`src/rtl/display_scheduler_if.sv`:
```
// Requester handshake and display-path signals shared by the display scheduler.
// The master modport is the requester/display side; the slave modport is the scheduler.
interface display_scheduler_if #(
  parameter int N_REQ = 4
) ();
  localparam int SRC_W = $clog2(N_REQ);

  logic [N_REQ-1:0]   req_valid;
  logic [4*N_REQ-1:0] req_value;
  logic               freeze;
  logic [N_REQ-1:0]   req_ready;
  logic [3:0]         disp_value;
  logic [SRC_W-1:0]   disp_src;
  logic               disp_blank;
  logic               busy;

  modport master (
    output req_valid, req_value, freeze,
    input  req_ready, disp_value, disp_src, disp_blank, busy
  );

  modport slave (
    input  req_valid, req_value, freeze,
    output req_ready, disp_value, disp_src, disp_blank, busy
  );
endinterface

```
`src/rtl/display_scheduler.sv`:
```
// Round-robin arbiter sharing one 7-segment display path among N_REQ requesters;
// each accepted 4-bit value is held on the decoder input for HOLD_CYCLES clocks.
module display_scheduler #(
  parameter int N_REQ       = 4,
  parameter int HOLD_CYCLES = 50_000_000
) (
  input logic                 clk,
  input logic                 rst,
  display_scheduler_if.slave  bus
);
  localparam int SRC_W = $clog2(N_REQ);
  localparam int CNT_W = $clog2(HOLD_CYCLES + 1);

  typedef enum logic {IDLE, SHOW} state_t;

  state_t            state;
  logic [CNT_W-1:0]  counter;
  logic [SRC_W-1:0]  last_grant;
  logic [SRC_W-1:0]  winner;
  logic [SRC_W-1:0]  cand;
  logic              found;
  logic              window;
  logic              transfer;
  logic [N_REQ-1:0]  grant;
  int                idx;

  // Search starts just after the last winner so every requester gets its turn.
  always_comb begin
    winner = '0;
    found  = 1'b0;
    idx    = 0;
    cand   = '0;
    for (int k = 1; k <= N_REQ; k++) begin
      idx  = (int'(last_grant) + k) % N_REQ;
      cand = SRC_W'(idx);
      if (!found && bus.req_valid[cand]) begin
        found  = 1'b1;
        winner = cand;
      end
    end
  end

  assign window = ((state == IDLE) || (counter == '0)) && !bus.freeze;

  always_comb begin
    grant = '0;
    if (window && found && !rst)
      grant[winner] = 1'b1;
  end

  assign bus.req_ready = grant;
  assign transfer      = |(bus.req_valid & grant);

  always_ff @(posedge clk or posedge rst) begin
    if (rst) begin
      state          <= IDLE;
      counter        <= '0;
      last_grant     <= SRC_W'(N_REQ - 1);
      bus.disp_value <= '0;
      bus.disp_src   <= '0;
      bus.disp_blank <= 1'b1;
      bus.busy       <= 1'b0;
    end else if (!bus.freeze) begin
      if (transfer) begin
        state          <= SHOW;
        counter        <= CNT_W'(HOLD_CYCLES - 1);
        last_grant     <= winner;
        bus.disp_value <= bus.req_value[int'(winner)*4 +: 4];
        bus.disp_src   <= winner;
        bus.disp_blank <= 1'b0;
        bus.busy       <= 1'b1;
      end else if (state == SHOW) begin
        if (counter != '0) begin
          counter <= counter - CNT_W'(1);
        end else begin
          // Hold expired with nobody waiting: blank but keep the last value/source.
          state          <= IDLE;
          bus.disp_blank <= 1'b1;
          bus.busy       <= 1'b0;
        end
      end
    end
  end
endmodule
```
`src/flat_wrapper.sv`:
```
// flat-port wrapper written by rule: the top's interface ports become plain ports
module display_scheduler_flat 
#(
  parameter int N_REQ       = 4,
  parameter int HOLD_CYCLES = 50_000_000
)
  (clk, rst, bus_req_valid, bus_req_value, bus_freeze, bus_req_ready, bus_disp_value, bus_disp_src, bus_disp_blank, bus_busy);
  display_scheduler_if #(.N_REQ(N_REQ)) bus_i ();
  input logic clk;
  input logic rst;
  input wire logic [$bits(bus_i.req_valid)-1:0] bus_req_valid;
  input wire logic [$bits(bus_i.req_value)-1:0] bus_req_value;
  input wire logic [$bits(bus_i.freeze)-1:0] bus_freeze;
  output wire logic [$bits(bus_i.req_ready)-1:0] bus_req_ready;
  output wire logic [$bits(bus_i.disp_value)-1:0] bus_disp_value;
  output wire logic [$bits(bus_i.disp_src)-1:0] bus_disp_src;
  output wire logic [$bits(bus_i.disp_blank)-1:0] bus_disp_blank;
  output wire logic [$bits(bus_i.busy)-1:0] bus_busy;
  assign bus_i.req_valid = bus_req_valid;
  assign bus_i.req_value = bus_req_value;
  assign bus_i.freeze = bus_freeze;
  assign bus_req_ready = bus_i.req_ready;
  assign bus_disp_value = bus_i.disp_value;
  assign bus_disp_src = bus_i.disp_src;
  assign bus_disp_blank = bus_i.disp_blank;
  assign bus_busy = bus_i.busy;
  display_scheduler #(.N_REQ(N_REQ), .HOLD_CYCLES(HOLD_CYCLES)) u_core (.clk(clk), .rst(rst), .bus(bus_i));
endmodule
```
`config.mk`:
```
export PLATFORM = sky130hd
export DESIGN_NAME = display_scheduler_flat
export DESIGN_NICKNAME = d
export VERILOG_FILES = /design/src/rtl/display_scheduler_if.sv /design/src/rtl/display_scheduler.sv /design/src/flat_wrapper.sv
export SDC_FILE = /design/constraint.sdc
export NUM_CORES = 1
export LEC_CHECK = 0
export ABC_CLOCK_PERIOD_IN_PS = 2300
export BUFFER_PORTS_ARGS = -buffer_cell sky130_fd_sc_hd__buf_2
export CORE_AREA = 4 4 65 82
export DETAILED_ROUTE_END_ITERATION = 16
export DIE_AREA = 0 0 69 86
export PLACE_DENSITY = 0.71
export SYNTH_ARGS = -nofsm -noshare
export SYNTH_HDL_FRONTEND = slang
export SYNTH_SLANG_ARGS = --single-unit
```
`constraint.sdc`:
```
create_clock -name clk -period 2.3 [get_ports clk]
set_input_delay 0.23 -clock clk [delete_from_list [all_inputs] [get_ports clk]]
set_output_delay 0.23 -clock clk [all_outputs]
set_load 0.005 [all_outputs]
```
After elaboration in Yosys (flattened, before gate mapping):

Cells that the tools add are included.

* order comparisons: 6
* mux-type cells: 31
* shifts and indexed selects: 1
* bitwise operators: 3
* equal/unequal tests: 1
* reductions and logical operators: 21
* add/subtract/negate cells: 5

Operators with widths (count)
* $mux W26: 3
* $logic_not A26 Y1: 1
* $reduce_bool A26 Y1: 1
* $sub A26 B1 Y26 const B: 1
* $mux W1: 18
* $shiftx A16 B5 Y4: 1
* $lt A2 B3 Y1 const B: 5
* $bmux W1 S2: 4
* $mux W2: 4
* $logic_and A1 B1 Y1: 7
* $reduce_and A3 Y1: 2
* $logic_not A1 Y1: 5
* $add A2 B1 Y2 const B: 2
* $add A2 B2 Y2 const B: 2
* $and A4 B4 Y4: 1
* $mux W4: 1
* $reduce_bool A2 Y1: 2
* $reduce_or A4 Y1: 1
* $demux W1 S2: 1
* $ge A2 B1 Y1 const B: 1
* $ne A2 B1 Y1 const B: 1
* $not A1 Y1: 2
* $reduce_and A2 Y1: 1
* $logic_or A1 B1 Y1: 1

* flip-flop bits (word level): 37
* output and inout bits: 12

Longest topological paths before layout:

* depth in word-level cells: 22
* depth in mapped cells: 8
* gate-level depth less buffers: 7

Worst setup path before layout:

OpenSTA, ideal clock, no wires.

* path kind: register to register
* start point: register u_core.counter[15]
* end point: register u_core.bus.disp_src[0]
* data required time: 2.175 ns
* cell stages (with the launch flop): 7
* arrival: 2.206 ns
* setup time: 0.125 ns
* setup slack: -0.031 ns
* period minus slack after synthesis: 2.331 ns
* path through: dfrtp_1 or3_4 or3_4 or3_4 a21oi_4 buf_8 mux2_4

* longest elaborated chain between the ends: 9

RTL lines
* start: declaration: line display_scheduler.sv:17 `logic [CNT_W-1:0] counter;`
* start signal: assignment: line display_scheduler.sv:66 `counter <= CNT_W'(HOLD_CYCLES - 1);`
* start signal: assignment: line display_scheduler.sv:74 `counter <= counter - CNT_W'(1);`
* $logic_not A26 Y1: line display_scheduler.sv:43 `assign window = ((state == IDLE) || (counter == '0)) && !bus.freeze;`
* $logic_or A1 B1 Y1: line display_scheduler.sv:43
* $logic_and A1 B1 Y1: line display_scheduler.sv:43
* $logic_and A1 B1 Y1 (2 in series): line display_scheduler.sv:47 `if (window && found && !rst)`
* $mux W4: line display_scheduler.sv:47
* $and A4 B4 Y4: line display_scheduler.sv:52 `assign transfer = |(bus.req_valid & grant);`
* $reduce_or A4 Y1: line display_scheduler.sv:52
* $reduce_and A2 Y1 (no source line)
* end signal: assignment: line display_scheduler.sv:69 `bus.disp_src <= winner;`
* end: declaration: line display_scheduler_if.sv:24 `output req_ready, disp_value, disp_src, disp_blank, busy`

No other way between the ends.
A chain may end at the register's enable or synchronous reset.

Final worst setup path:

* start point: register u_core.counter[16]
* end point: output port bus_req_ready[3]

* longest elaborated chain between the ends: 6

RTL lines
* $logic_not A26 Y1: line display_scheduler.sv:43
* $logic_or A1 B1 Y1: line display_scheduler.sv:43
* $logic_and A1 B1 Y1: line display_scheduler.sv:43
* $logic_and A1 B1 Y1 (2 in series): line display_scheduler.sv:47
* $mux W4: line display_scheduler.sv:47
* end: declaration: line flat_wrapper.sv:14 `output wire logic [$bits(bus_i.req_ready)-1:0] bus_req_ready;`

No other way between the ends.

==> flow_metrics.py <==
metrics = {
    "finish": {
        "final_common_cell": "buf_4",
        "utilization_pct": 68.9,
        "layout-drive-gt1-share_pct": 42.9,
        "diodes": 0,
        "layout_common_cells": "51 x buf_4, 33 x buf_2, 33 x dfrtp_1",
        "nets": 347,
        "syn_to_final_growth_pct": 40.5,
    },
    "critical_path": {
        "end_kind": "output pin",
        "crit_fanout": 2,
        "arrival_ns": 2.20,
        "reg2reg_depth": 8,
        "worstSetupStartpointType": "flop",
        "required_ns": 2.07,
        "path_cells": "or3_4 -> or3_4 -> or3_4 -> a21oi_4 -> and3_4 -> buf_6",
        "slowest_stage": "or3_4",
        "max_stage_delay_ns": 0.39,
        "cp_common_cell": "or3_4",
        "worstReg2RegStart": "u_core.counter[16]$_DFFE_PP0P_",
        "r2r-end": "u_core.bus.disp_value[3]$_DFFE_PP0P_",
        "rrSetupSlack_ns": -0.10,
        "crit_type": "flop to output pin",
    },
    "global_route": {
        "antenna_found_initial": 0,
        "grt_max_degree": 38,
        "grt_pass1_wl_mm": 9.44,
        "grt.total_usage_pct": 19.4,
        "gr-total-overflow": 0,
        "grt_pass1_vias": 2220,
    },
    "sta": {
        "setup_violations": 11,
        "worstMarginPinSlew_ns": 0.991,
        "slew_violations": 0,
        "maxSlewHeadroom_pct": 33.5,
        "fmax_mhz": 412,
        "period_share_pct": 105,
        "layout_min_cycle_time_ns": 2.43,
        "setup_ws_ns": -0.125,
        "rsz0062_at_grt": "yes",
        "hold_viol": 0,
        "fin_skew_ns": 0.00888,
    },
    "routing": {
        "highest_layer": "met4",
        "wirelength_mm": 6.32,
        "drt_pre_antenna_iters": 4,
        "drcViolationCount": 0,
        "route.met3.wl_um": 237,
        "dr_wl_met2_mm": 3.42,
        "wire_per_inst_um": 16.5,
        "vias": 2267,
        "m1WireLength_mm": 2.49,
        "ant_nets": 0,
        "dr.first_iter.drc_count": 109,
        "drt-vias-per-instance": 5.90,
    },
    "clocking": {
        "path_clk_slew_ns": 0.08,
        "cts_hold_buf": 0,
        "ctsLongestPathBuffers": 2,
        "clk_latency_ns": 0.30,
        "cts_buffers": 5,
        "cts.sinks": 37,
        "cts_tree": "yes",
        "root_buffer": "clkbuf_8",
        "h-tree-depth": 2,
    },
    "yosys": {
        "synth_seq_cells": 37,
        "synthArstFlopShare_pct": 100,
        "synth_warnings": 0,
        "syn-num-nets": 254,
        "synth_cell_types": 58,
        "synth_ff_type": "dfrtp_1",
        "seq_area_frac_synth_pct": 41.0,
        "synth_edf_count": 0,
        "avgSynthCellArea_um2": 9.86,
        "synthCells": 230,
        "syn_area_um2": 2270,
    },
    "power_and_ir_drop": {
        "power.density_nw_per_um2": 715,
        "p_leak_nw": 1.47,
        "peakVddDrop_v": 0.000445,
    },
    "placement": {
        "pre_cts_ws_ns": -0.0396,
        "portBuffers": 34,
        "place.gp.congestion": 0.868,
        "hpwl_mm": 3.99,
    },
    "die": {
        "core_area_um2": 4620,
        "ioPinCount": 35,
        "die_w_um": 69,
        "dieHeight_um": 86,
        "rows": 28,
        "dieArea_um2": 5930,
        "start_util_pct": 49.0,
    },
    "outcome": {
        "status": "finished with violations",
        "violations": "setup timing",
    },
    "worst_hold_path": {
        "hp-class": "input port to asynchronous set/reset pin",
    },
    "flow_run": {
        "cap_violations": 0,
    },
}
==> cells by family (layout without fill, tap and decap cells) <==
kind of cell | Yosys count | count (layout) | synth area share, %
AO/OA/AOI/OAI | 58 | 58 | 19.3
XOR/XNOR | 2 | 2 | 0.773
adder cells (fa/ha/maj) | 1 | 1 | 0.552
buffers and inverters | 19 | 113 | 3.81
flip-flops | 37 | 37 | 41.0
multiplexers | 21 | 21 | 10.4
AND/OR/NAND/NOR | 92 | 92 | 24.2
==> per-layer routing <==
metal	track usage, %	up-vias
li1	-	1070
met1	21.0	1117
met2	36.8	60
met3	3.28	20
met4	8.35	0
met5	0	-
==> metrics by stage <==
step | TNS, ns | hold slack (ns) | power [mW] | instances | instance area [um^2]
5_1_grt | -1.77 | 0.0948 | 2.41 | 384 | 3190
2_1_floorplan | -0.0328 | 0.406 | 1.35 | 230 | 2270
4_1_cts | -0.922 | 0.0650 | 2.18 | 372 | 2980
6_report | -0.753 | 0.0551 | 2.28 | 384 | 3190
3_3_place_gp | -0.00198 | 0.379 | 1.61 | 359 | 2800
3_5_place_dp | -0.159 | 0.383 | 1.63 | 359 | 2800
==> synthesized netlist by cell type (4+ instances only) <==
| master | instances | area, um^2 |
|---|---|---|
| a211o_1 | 6 | 52.6 |
| a21oi_1 | 11 | 55.1 |
| clkbuf_1 | 4 | 15.0 |
| dfrtp_1 | 34 | 851 |
| inv_1 | 11 | 41.3 |
| mux2_2 | 4 | 45.0 |
| mux2_4 | 4 | 60.1 |
| mux2i_1 | 13 | 130 |
| nand2_1 | 10 | 37.5 |
| nand3_1 | 11 | 55.1 |
| nand4_1 | 5 | 31.3 |
| nor2_1 | 19 | 71.3 |
| nor3_1 | 10 | 50.1 |
| o211a_1 | 5 | 50.1 |
| o21ai_0 | 7 | 35.0 |
| o31ai_1 | 9 | 67.6 |
| or3_1 | 6 | 37.5 |
| or4_1 | 7 | 52.6 |
==> what timing repair did <==
item,CTS,global route
endpoints found under the setup margin,11,27
cloned,0,2
gates resized for setup,6,24
buffers inserted,5,10
pin swaps,6,10
==> worst max-delay path: cells and delay by family, from the launching register on <==
family                 cells  cell delay (ns)
AO/OA/AOI/OAI              1             0.15
buffers and inverters      1             0.09
flip-flops                 1             0.38
AND/OR/NAND/NOR            4             1.29
==> flip-flops by register name (all words and copies together) (netlist names) <==
register               count
u_core.counter            26
u_core.bus.disp_blank      1
u_core.last_grant          2
u_core.bus.disp_value      4
u_core.bus.busy            1
u_core.bus.disp_src        2
u_core.state               1
==> power breakdown <==
part	total (mW)	switching (mW)	internal, mW	leakage [nW]
clock	0.499	0.228	0.271	0.0542
combinational	0.824	0.380	0.443	0.988
sequential	0.954	0.154	0.800	0.428
total	2.28	0.762	1.51	1.47
==> worst max path at each step <==
| stage | startpoint | to | slack [ns] | depth (start not counted) |
|---|---|---|---|---|
| after floorplan | u_core.counter[15]$_DFFE_PP0P_ | u_core.bus.disp_src[0]$_DFFE_PP0P_ | -0.008 | 6 |
| after global placement | u_core.counter[15]$_DFFE_PP0P_ | u_core.bus.disp_src[0]$_DFFE_PP0P_ | -0.0007 | 6 |
| after detailed placement | u_core.counter[15]$_DFFE_PP0P_ | u_core.bus.disp_src[0]$_DFFE_PP0P_ | -0.04 | 6 |
| after CTS | u_core.counter[16]$_DFFE_PP0P_ | bus_req_ready[3] | -0.19 | 6 |
| after global routing | u_core.counter[16]$_DFFE_PP0P_ | bus_req_ready[3] | -0.17 | 6 |
| final | u_core.counter[16]$_DFFE_PP0P_ | bus_req_ready[3] | -0.13 | 6 |
==> final cells by class <==
type | count | area [um^2]
Multi-Input combinational cell | 174 | 1350
Clock inverter | 1 | 5.00
Inverter | 11 | 41.3
Fill cell | 380 | 1440
Timing Repair Buffer | 94 | 687
Sequential cell | 37 | 931
Tap cell | 60 | 75.1
Clock buffer | 7 | 96.3
Note: power is estimated with default switching activity, not from simulation.
